## config.mk

```make
export PLATFORM = sky130hd
export DESIGN_NAME = mem_access_ctl
export DESIGN_NICKNAME = d
export VERILOG_FILES = /design/src/rtl/mem_access_pkg.sv /design/src/rtl/mem_load_align.sv /design/src/rtl/mem_access_ctl.sv
export SDC_FILE = /design/constraint.sdc
export NUM_CORES = 1
export LEC_CHECK = 0
export ABC_AREA = 1
export ABC_CLOCK_PERIOD_IN_PS = 4000
export CAP_MARGIN = 20
export CORE_MARGIN = 1
export CORE_UTILIZATION = 46
export DETAILED_ROUTE_END_ITERATION = 8
export GPL_TIMING_DRIVEN = 0
export PLACE_DENSITY = 0.95
export SLEW_MARGIN = 20
export SYNTH_ARGS = -nofsm -noshare
export SYNTH_HDL_FRONTEND = slang
export SYNTH_SLANG_ARGS = --single-unit
```

## constraint.sdc

```tcl
create_clock -name clk -period 4 [get_ports clk]
set_clock_uncertainty 0.2 [all_clocks]
set_input_delay 0.8 -clock clk [delete_from_list [all_inputs] [get_ports clk]]
set_output_delay 0.8 -clock clk [all_outputs]
set_load 0.01 [all_outputs]
```

## src/rtl/mem_access_pkg.sv

```systemverilog
// Shared constants for the rv32 memory-stage access controller: opcodes,
// funct3 codes, FSM state encoding, error causes and the byte-enable rule.
package mem_access_pkg;

  localparam logic [6:0] OP_LOAD  = 7'b0000011;
  localparam logic [6:0] OP_STORE = 7'b0100011;

  localparam logic [2:0] F3_B  = 3'b000;
  localparam logic [2:0] F3_H  = 3'b001;
  localparam logic [2:0] F3_W  = 3'b010;
  localparam logic [2:0] F3_BU = 3'b100;
  localparam logic [2:0] F3_HU = 3'b101;

  typedef enum logic [1:0] {
    ST_IDLE   = 2'd0,
    ST_ACCESS = 2'd1,
    ST_RESP   = 2'd2
  } state_t;

  typedef enum logic [1:0] {
    CAUSE_NONE     = 2'd0,
    CAUSE_ILLEGAL  = 2'd1,
    CAUSE_MISALIGN = 2'd2,
    CAUSE_TIMEOUT  = 2'd3
  } cause_t;

  // funct3[1:0] carries the access size for both loads and stores.
  function automatic logic [3:0] byte_en(input logic [2:0] f3, input logic [1:0] a);
    logic [3:0] be;
    case (f3[1:0])
      2'b00:   be = 4'b0001 << a;
      2'b01:   be = a[1] ? 4'b1100 : 4'b0011;
      default: be = 4'b1111;
    endcase
    return be;
  endfunction

endpackage

```

## src/rtl/mem_load_align.sv

```systemverilog
// Combinational load alignment: selects the addressed byte/halfword lane of
// the raw read word and sign- or zero-extends it according to funct3.
module mem_load_align
  import mem_access_pkg::*;
(
  input  logic [31:0] i_rdata,
  input  logic [1:0]  i_addr_lo,
  input  logic [2:0]  i_funct3,
  output logic [31:0] o_data
);

  logic [7:0]  w_byte;
  logic [15:0] w_half;

  assign w_byte = i_rdata[{i_addr_lo, 3'b000} +: 8];
  assign w_half = i_addr_lo[1] ? i_rdata[31:16] : i_rdata[15:0];

  always_comb begin
    o_data = 32'h0;
    case (i_funct3)
      F3_B:    o_data = {{24{w_byte[7]}}, w_byte};
      F3_H:    o_data = {{16{w_half[15]}}, w_half};
      F3_W:    o_data = i_rdata;
      F3_BU:   o_data = {24'h0, w_byte};
      F3_HU:   o_data = {16'h0, w_half};
      default: o_data = 32'h0;
    endcase
  end

endmodule

```

## src/rtl/mem_access_ctl.sv

```systemverilog
// Memory-stage access controller: decodes loads/stores, runs a req/ack data
// port with a bus timeout, and hands results to writeback. MISALIGN_TRAP_EN
// enables trapping of misaligned halfword/word accesses.
module mem_access_ctl
  import mem_access_pkg::*;
#(
  parameter int ADDR_W      = 32,
  parameter int TIMEOUT_CYC = 16
) (
  input  logic              clk,
  input  logic              rst,
  input  logic              in_valid,
  output logic              in_ready,
  input  logic [31:0]       in_instr,
  input  logic [ADDR_W-1:0] in_addr,
  input  logic [31:0]       in_wdata,
  output logic              mem_req,
  output logic              mem_we,
  output logic [ADDR_W-1:0] mem_addr,
  output logic [3:0]        mem_be,
  output logic [31:0]       mem_wdata,
  input  logic              mem_ack,
  input  logic [31:0]       mem_rdata,
  output logic              out_valid,
  input  logic              out_ready,
  output logic [31:0]       out_instr,
  output logic [31:0]       out_rdata,
  output logic [1:0]        out_cause,
  output logic [1:0]        dbg_state
);

  localparam int CNT_W = $clog2(TIMEOUT_CYC + 1);
  localparam logic [CNT_W-1:0] CNT_LAST = CNT_W'(TIMEOUT_CYC - 1);
  localparam logic [CNT_W-1:0] CNT_FULL = CNT_W'(TIMEOUT_CYC);

  // Handshakes: a transfer happens on a rising edge where valid && ready;
  // valid never waits on ready, and payload is held stable while valid && !ready.

  state_t            r_state;
  logic [CNT_W-1:0]  r_cnt;
  logic              r_mem_req;
  logic              r_mem_we;
  logic [ADDR_W-1:0] r_mem_addr;
  logic [3:0]        r_mem_be;
  logic [31:0]       r_mem_wdata;
  logic              r_out_valid;
  logic [31:0]       r_out_instr;
  logic [31:0]       r_out_rdata;
  cause_t            r_cause;
  logic [2:0]        r_funct3;
  logic [1:0]        r_addr_lo;

  logic [6:0]  w_opcode;
  logic [2:0]  w_funct3;
  logic        w_legal_load;
  logic        w_legal_store;
  logic        w_illegal;
  logic        w_misalign;
  logic        w_go_mem;
  logic        w_accept;
  logic [31:0] w_lane_wdata;
  logic [31:0] w_load_data;

  assign w_opcode = in_instr[6:0];
  assign w_funct3 = in_instr[14:12];

  assign w_legal_load  = (w_opcode == OP_LOAD) &&
                         (w_funct3 inside {F3_B, F3_H, F3_W, F3_BU, F3_HU});
  assign w_legal_store = (w_opcode == OP_STORE) && (w_funct3 inside {F3_B, F3_H, F3_W});
  assign w_illegal     = ((w_opcode == OP_LOAD) && !w_legal_load) ||
                         ((w_opcode == OP_STORE) && !w_legal_store);

`ifdef MISALIGN_TRAP_EN
  assign w_misalign = (w_legal_load || w_legal_store) &&
                      (((w_funct3[1:0] == 2'b01) && in_addr[0]) ||
                       ((w_funct3[1:0] == 2'b10) && (in_addr[1:0] != 2'b00)));
`else
  assign w_misalign = 1'b0;
`endif

  assign w_go_mem = (w_legal_load || w_legal_store) && !w_misalign;
  assign w_accept = in_valid && in_ready;

  always_comb begin
    w_lane_wdata = in_wdata;
    case (w_funct3[1:0])
      2'b00:   w_lane_wdata = {4{in_wdata[7:0]}};
      2'b01:   w_lane_wdata = {2{in_wdata[15:0]}};
      default: w_lane_wdata = in_wdata;
    endcase
  end

  always_comb begin
    in_ready = 1'b0;
    case (r_state)
      ST_IDLE:   in_ready = 1'b1;
      ST_RESP:   in_ready = out_ready;
      default:   in_ready = 1'b0;
    endcase
  end

  mem_load_align u_align (
    .i_rdata   (mem_rdata),
    .i_addr_lo (r_addr_lo),
    .i_funct3  (r_funct3),
    .o_data    (w_load_data)
  );

  always_ff @(posedge clk) begin
    if (rst) begin
      r_state     <= ST_IDLE;
      r_cnt       <= '0;
      r_mem_req   <= 1'b0;
      r_mem_we    <= 1'b0;
      r_mem_addr  <= '0;
      r_mem_be    <= 4'h0;
      r_mem_wdata <= 32'h0;
      r_out_valid <= 1'b0;
      r_out_instr <= 32'h0;
      r_out_rdata <= 32'h0;
      r_cause     <= CAUSE_NONE;
      r_funct3    <= 3'h0;
      r_addr_lo   <= 2'h0;
    end else begin
      case (r_state)
        ST_IDLE, ST_RESP: begin
          if ((r_state == ST_RESP) && out_ready) begin
            r_out_valid <= 1'b0;
            r_state     <= ST_IDLE;
          end
          // An accept in RESP overrides the drop to IDLE above.
          if (w_accept) begin
            r_out_instr <= in_instr;
            r_funct3    <= w_funct3;
            r_addr_lo   <= in_addr[1:0];
            r_cnt       <= '0;
            r_out_rdata <= 32'h0;
            if (w_go_mem) begin
              r_state     <= ST_ACCESS;
              r_mem_req   <= 1'b1;
              r_mem_we    <= w_legal_store;
              r_mem_addr  <= in_addr & ~ADDR_W'(3);
              r_mem_be    <= byte_en(w_funct3, in_addr[1:0]);
              r_mem_wdata <= w_lane_wdata;
              r_out_valid <= 1'b0;
              r_cause     <= CAUSE_NONE;
            end else begin
              r_state     <= ST_RESP;
              r_out_valid <= 1'b1;
              r_cause     <= w_illegal  ? CAUSE_ILLEGAL  :
                             w_misalign ? CAUSE_MISALIGN : CAUSE_NONE;
            end
          end
        end
        ST_ACCESS: begin
          if (mem_ack) begin
            r_mem_req   <= 1'b0;
            r_state     <= ST_RESP;
            r_out_valid <= 1'b1;
            r_out_rdata <= r_mem_we ? 32'h0 : w_load_data;
            r_cause     <= CAUSE_NONE;
          end else if (r_cnt == CNT_LAST) begin
            r_mem_req   <= 1'b0;
            r_state     <= ST_RESP;
            r_out_valid <= 1'b1;
            r_out_rdata <= 32'h0;
            r_cause     <= CAUSE_TIMEOUT;
            r_cnt       <= CNT_FULL;
          end else begin
            r_cnt <= r_cnt + 1'b1;
          end
        end
        default: r_state <= ST_IDLE;
      endcase
    end
  end

  assign mem_req   = r_mem_req;
  assign mem_we    = r_mem_we;
  assign mem_addr  = r_mem_addr;
  assign mem_be    = r_mem_be;
  assign mem_wdata = r_mem_wdata;
  assign out_valid = r_out_valid;
  assign out_instr = r_out_instr;
  assign out_rdata = r_out_rdata;
  assign out_cause = r_cause;
  assign dbg_state = r_state;

endmodule

```

Word-level counts from Yosys, hierarchy flattened
Index checks and enable logic that the tools add are counted.
- flip-flop bits (word level): 147
- output and inout bits: 140
- word-level logic and storage cells: 98
- input port bits: 133
- eq/ne operators: 19
- shifts and indexed selects: 2
- mux-type cells: 38
- reduce and logical (&&, ||, !) cells: 25
- $add $sub $neg: 1
- operators with widths (operator ; number):
    one-hot mux 32 bit (5 select lines) ; 1
    2-to-1 mux 32 bit ; 4
    one-hot mux 32 bit (2 select lines) ; 2
    indexed part select 32 x 6 -> 8 bit ; 1
    2-to-1 mux 16 bit ; 1
    2-to-1 mux 2 bit ; 8
    2-to-1 mux 5 bit ; 3
    == test 3 bit (second input constant) ; 4
    AND reduction 3 bit ; 4
    2-to-1 mux 1 bit ; 11
    one-hot mux 5 bit (2 select lines) ; 1
    one-hot mux 2 bit (2 select lines) ; 2
    one-hot mux 4 bit (2 select lines) ; 1
    == test 7 x 2 -> 1 bit (second input constant) ; 1
    == test 7 x 6 -> 1 bit (second input constant) ; 1
    == test 3 x 1 -> 1 bit (second input constant) ; 2
    == test 3 x 2 -> 1 bit (second input constant) ; 2
    logical AND 1 bit ; 6
    logical NOT 3 bit ; 2
    inequality test 2 bit (second input constant) ; 3
    inequality test 3 bit (second input constant) ; 2
    one-hot mux 1 bit (2 select lines) ; 3
    adder 5 x 1 -> 5 bit (second input constant) ; 1
    == test 5 x 4 -> 1 bit (second input constant) ; 1
    13 further kinds ; 18

Longest topological paths before layout
Gate-level depths: netlist of run 1.
- depth after elaboration: 10
- depth in mapped cells: 11
- depth with buffers taken out: 10

Modules after synthesis
Synthesis of run 1 repeated with hierarchy kept, for this count alone.
- cell total of the unflattened synthesis: 1051
- area, all modules: 6839.1 um2
- modules (own cells, without submodules) (module ; area an instance (um2) ; seq. area each (um2) ; instances ; cells each):
    mem_access_ctl ; 5863.1 ; 2882.8 ; 1 ; 852
    mem_load_align ; 975.9 ; 0.0 ; 1 ; 199

Worst setup path after synthesis of run 1
Ideal clock, no wire load.
- path type: input port to output port
- start: input out_ready
- end: output in_ready
- required time: 3000 ps
- arrival: 1334 ps
- buffers on the path: 1
- setup slack: 1666 ps
- stages on the path: 3
- cells stage by stage: inv_1 a21oi_1 clkbuf_1
- longest elaborated chain between the ends: 1
- ends and longest elaborated chain (what ; line ; source):
    from (decl) ; mem_access_ctl.sv:25 ; input logic out_ready,
    one-hot mux 1 bit (2 select lines) ; mem_access_ctl.sv:95 ; case (r_state)
    to (decl) ; mem_access_ctl.sv:13 ; output logic in_ready,
Every way passes these cells.

Final worst setup path of run 1
Same ends and word-level chain as after synthesis.

==> flow_metrics.py, run 1 <==
metrics = {
    "final_layout": {
        "final_cell_mix": "clkdlybuf4s50_1 (268), nand2_1 (227), nor2_1 (148), dfxtp_1 (144), o21ai_0 (85)",
        "mostFrequentLayoutCell": "clkdlybuf4s50_1",
        "nets": 1331,
        "drive_above_1_share": 0.0720,
        "final_core_util": 0.747,
        "antenna_cells": 0,
        "synthToLayoutAreaGrowth_pct": 57.1,
    },
    "power": {
        "p_per_area_nw_per_um2": 393,
        "power_mw": 3.90,
        "leakagePower_nw": 3.83,
        "ir_worst_vdd_mv": 0.322,
    },
    "drt": {
        "wirelength_um": 23200,
        "vias": 7413,
        "viasPerCell": 5.36,
        "ant_nets": 0,
        "drtIter0Drc": 822,
        "wl_per_cell_um": 16.8,
        "drc_errors": 0,
        "first_pass_iters": 5,
    },
    "logic_synthesis": {
        "synth-warning-count": 0,
        "ys.flop_type": "dfxtp_1",
        "ys_ff_latch": 144,
        "synth_cells": 908,
        "synth_area_per_cell_um2": 6.96,
        "synth-edff-count": 0,
        "synth_area_um2": 6320,
        "synth_cell_types": 31,
        "yosysSeqAreaShare": 0.456,
        "async_flop_share": 0,
    },
    "global_routing": {
        "grt_pass1_wl_um": 35900,
        "grt_max_degree": 17,
        "antenna_found_initial": 0,
        "grt-ovfl-total": 0,
        "grt_pass1_vias": 7140,
        "grt_util_all_layers": 0.327,
    },
    "worst_setup_path": {
        "r2r_end": "out_cause[1]$_SDFFE_PP0P_",
        "startpoint": "out_ready",
        "cp_max_fo": 10,
        "reg2reg_from": "r_cnt[1]$_SDFFE_PP0P_",
        "critPathArrivalTime_ps": 2570,
        "crit_path_end": "in_ready",
        "critPathLaunchType": "input pin",
        "path_class": "input pin to output port",
        "setup.reg_to_reg.worst_slack_ps": 2010,
        "end_kind": "output port",
        "worstRegToRegCells": 10,
        "crit_required_ps": 3000,
    },
    "clock_network": {
        "cts_hold_buf": 0,
        "cts.htree.levels": 4,
        "clock-sinks": 144,
        "clk_pin_slew_ps": 60,
        "tritoncts": "built",
        "cts_resized": 0,
        "cts_buffer_depth": 2,
        "clockRootBuffer": "clkbuf_16",
        "cts_setup_buffers": 0,
        "clkLatencyLatePin_ps": 410,
        "cts_inserted_buffers": 17,
    },
    "sta": {
        "period_share": 0.892,
        "setup_viol": 0,
        "max_freq_mhz": 280,
        "period_minus_slack_ps": 3570,
        "worstMarginPinSlew_ps": 838,
        "slew_headroom": 0.437,
        "slew_violations": 0,
        "rsz0062_at_grt": "no",
        "tns_ps": 0,
        "finalHoldViolations": 0,
    },
    "floorplan": {
        "rows": 42,
        "dieArea_um2": 14200,
        "die_w_um": 119,
        "core_um2": 13300,
        "ioPinCount": 273,
        "die_h_um": 119,
        "start_util": 0.475,
    },
    "min_path": {
        "holdCritPathClass": "flip-flop to flip-flop",
    },
    "placed_design": {
        "dp_hpwl_um": 17100,
        "place_congestion": 0.931,
        "portBuffers": 268,
    },
    "flow_run": {
        "drv_cap": 0,
    },
    "status": {
        "outcome": "finished clean",
    },
}
[registers in the layout, indices dropped and copies added, names as in the netlist]
register   cells
out_rdata     32
out_valid      1
out_instr     32
out_cause      2
r_cnt          5
mem_addr      30
mem_wdata     32
mem_req        1
r_addr_lo      2
dbg_state      2
mem_we         1
mem_be         4
[cell usage after synthesis (all sizes together) (2+ instances only)]
cell,number,area [µm²]
ha,2,25.0
buf,35,214
clkbuf,27,103
o21ai,85,425
nor2,152,591
dfxtp,144,2880
o211ai,14,105
nand3,69,363
inv,37,139
or2,7,43.8
a21oi,85,429
nor3,11,55.1
nand2,233,890
[power breakdown]
part | switching [mW] | total (mW) | internal (mW)
Sequential | 0.0182 | 1.48 | 1.46
Combinational | 0.281 | 0.534 | 0.253
Clock | 0.612 | 1.88 | 1.27
Total | 0.911 | 3.90 | 2.99
[stage by stage]
step                      instance area (µm²)  worst slack [ps]  hold slack, ps  cells
after global placement                   9230               502             245   1353
after detailed placement                 9230               480             254   1353
after CTS                                9930               455             264   1384
after global routing                     9930               352             273   1384
after floorplan                          6320              1670             263    909
final                                    9930               432             263   1384
[worst min path at each step]
stage,from,endpoint,slack (ps),cells past startpoint
floorplan,r_cnt[0]$_SDFFE_PP0P_,r_cnt[0]$_SDFFE_PP0P_,260,2
global placement,mem_req$_SDFFE_PP0P_,mem_req$_SDFFE_PP0P_,250,2
detailed placement,out_instr[2]$_SDFFE_PP0P_,out_instr[2]$_SDFFE_PP0P_,250,2
CTS,out_rdata[5]$_SDFFE_PP0P_,out_rdata[5]$_SDFFE_PP0P_,260,2
global route,out_rdata[12]$_SDFFE_PP0P_,out_rdata[12]$_SDFFE_PP0P_,270,2
finish,out_rdata[12]$_SDFFE_PP0P_,out_rdata[12]$_SDFFE_PP0P_,260,2
[per-layer routing]
metal	GRT usage	vias up	routed length [µm]
met5	0	-	0
met4	0.165	0	1060
met3	0.0910	87	2230
met2	0.556	417	11100
met1	0.373	3389	8830
li1	-	3520	-
[worst max-delay path, stage by stage]
cell             delay, ps
clkdlybuf4s50_1        450
inv_1                   50
a21oi_1                240
clkbuf_1               400
clkdlybuf4s50_1        620
[kinds of logic (layout without fill, tap and decap cells)]
kind of cell / after synthesis / in the layout / synth area share
other: 1 / 2 / 0.000593
adders and majority gates: 2 / 2 / 0.00396
DFF: 144 / 144 / 0.456
AOI/OAI and AO/OA: 185 / 185 / 0.153
buffers and inverters: 100 / 399 / 0.0727
and+or+nand+nor: 476 / 476 / 0.314
[cell type report]
cell class,instances,area (µm²)
clock inverter,8,196
timing repair buffer,268,2680
clock buffer,23,508
fill,962,3370
buffer,62,317
multi-input combinational,665,2980
sequential,144,2880
tap,176,220
inverter,38,143
Note: power is estimated with default switching activity, not from simulation.
==> run 2: changes to the inputs <==
--- a/config.mk
+++ b/config.mk
@@ -6,7 +6,6 @@
 export NUM_CORES = 1
 export LEC_CHECK = 0
 export ABC_AREA = 1
-export ABC_CLOCK_PERIOD_IN_PS = 4000
 export CAP_MARGIN = 20
 export CORE_MARGIN = 1
 export CORE_UTILIZATION = 46
==> constraint.sdc (replaced) <==
create_clock -name clk -period 4 [get_ports clk]
set_clock_uncertainty 0.2 [all_clocks]
set_input_delay 0.6 -clock clk [delete_from_list [all_inputs] [get_ports clk]]
set_output_delay 0.6 -clock clk [all_outputs]
set_load 0.01 [all_outputs]
==> results of run 2 <==
The final DEF is identical to that of run 1. Status: finished clean.
Main changes from that run: setup slack after placement 480 ps -> 880 ps; setup slack after layout 432 ps -> 832 ps
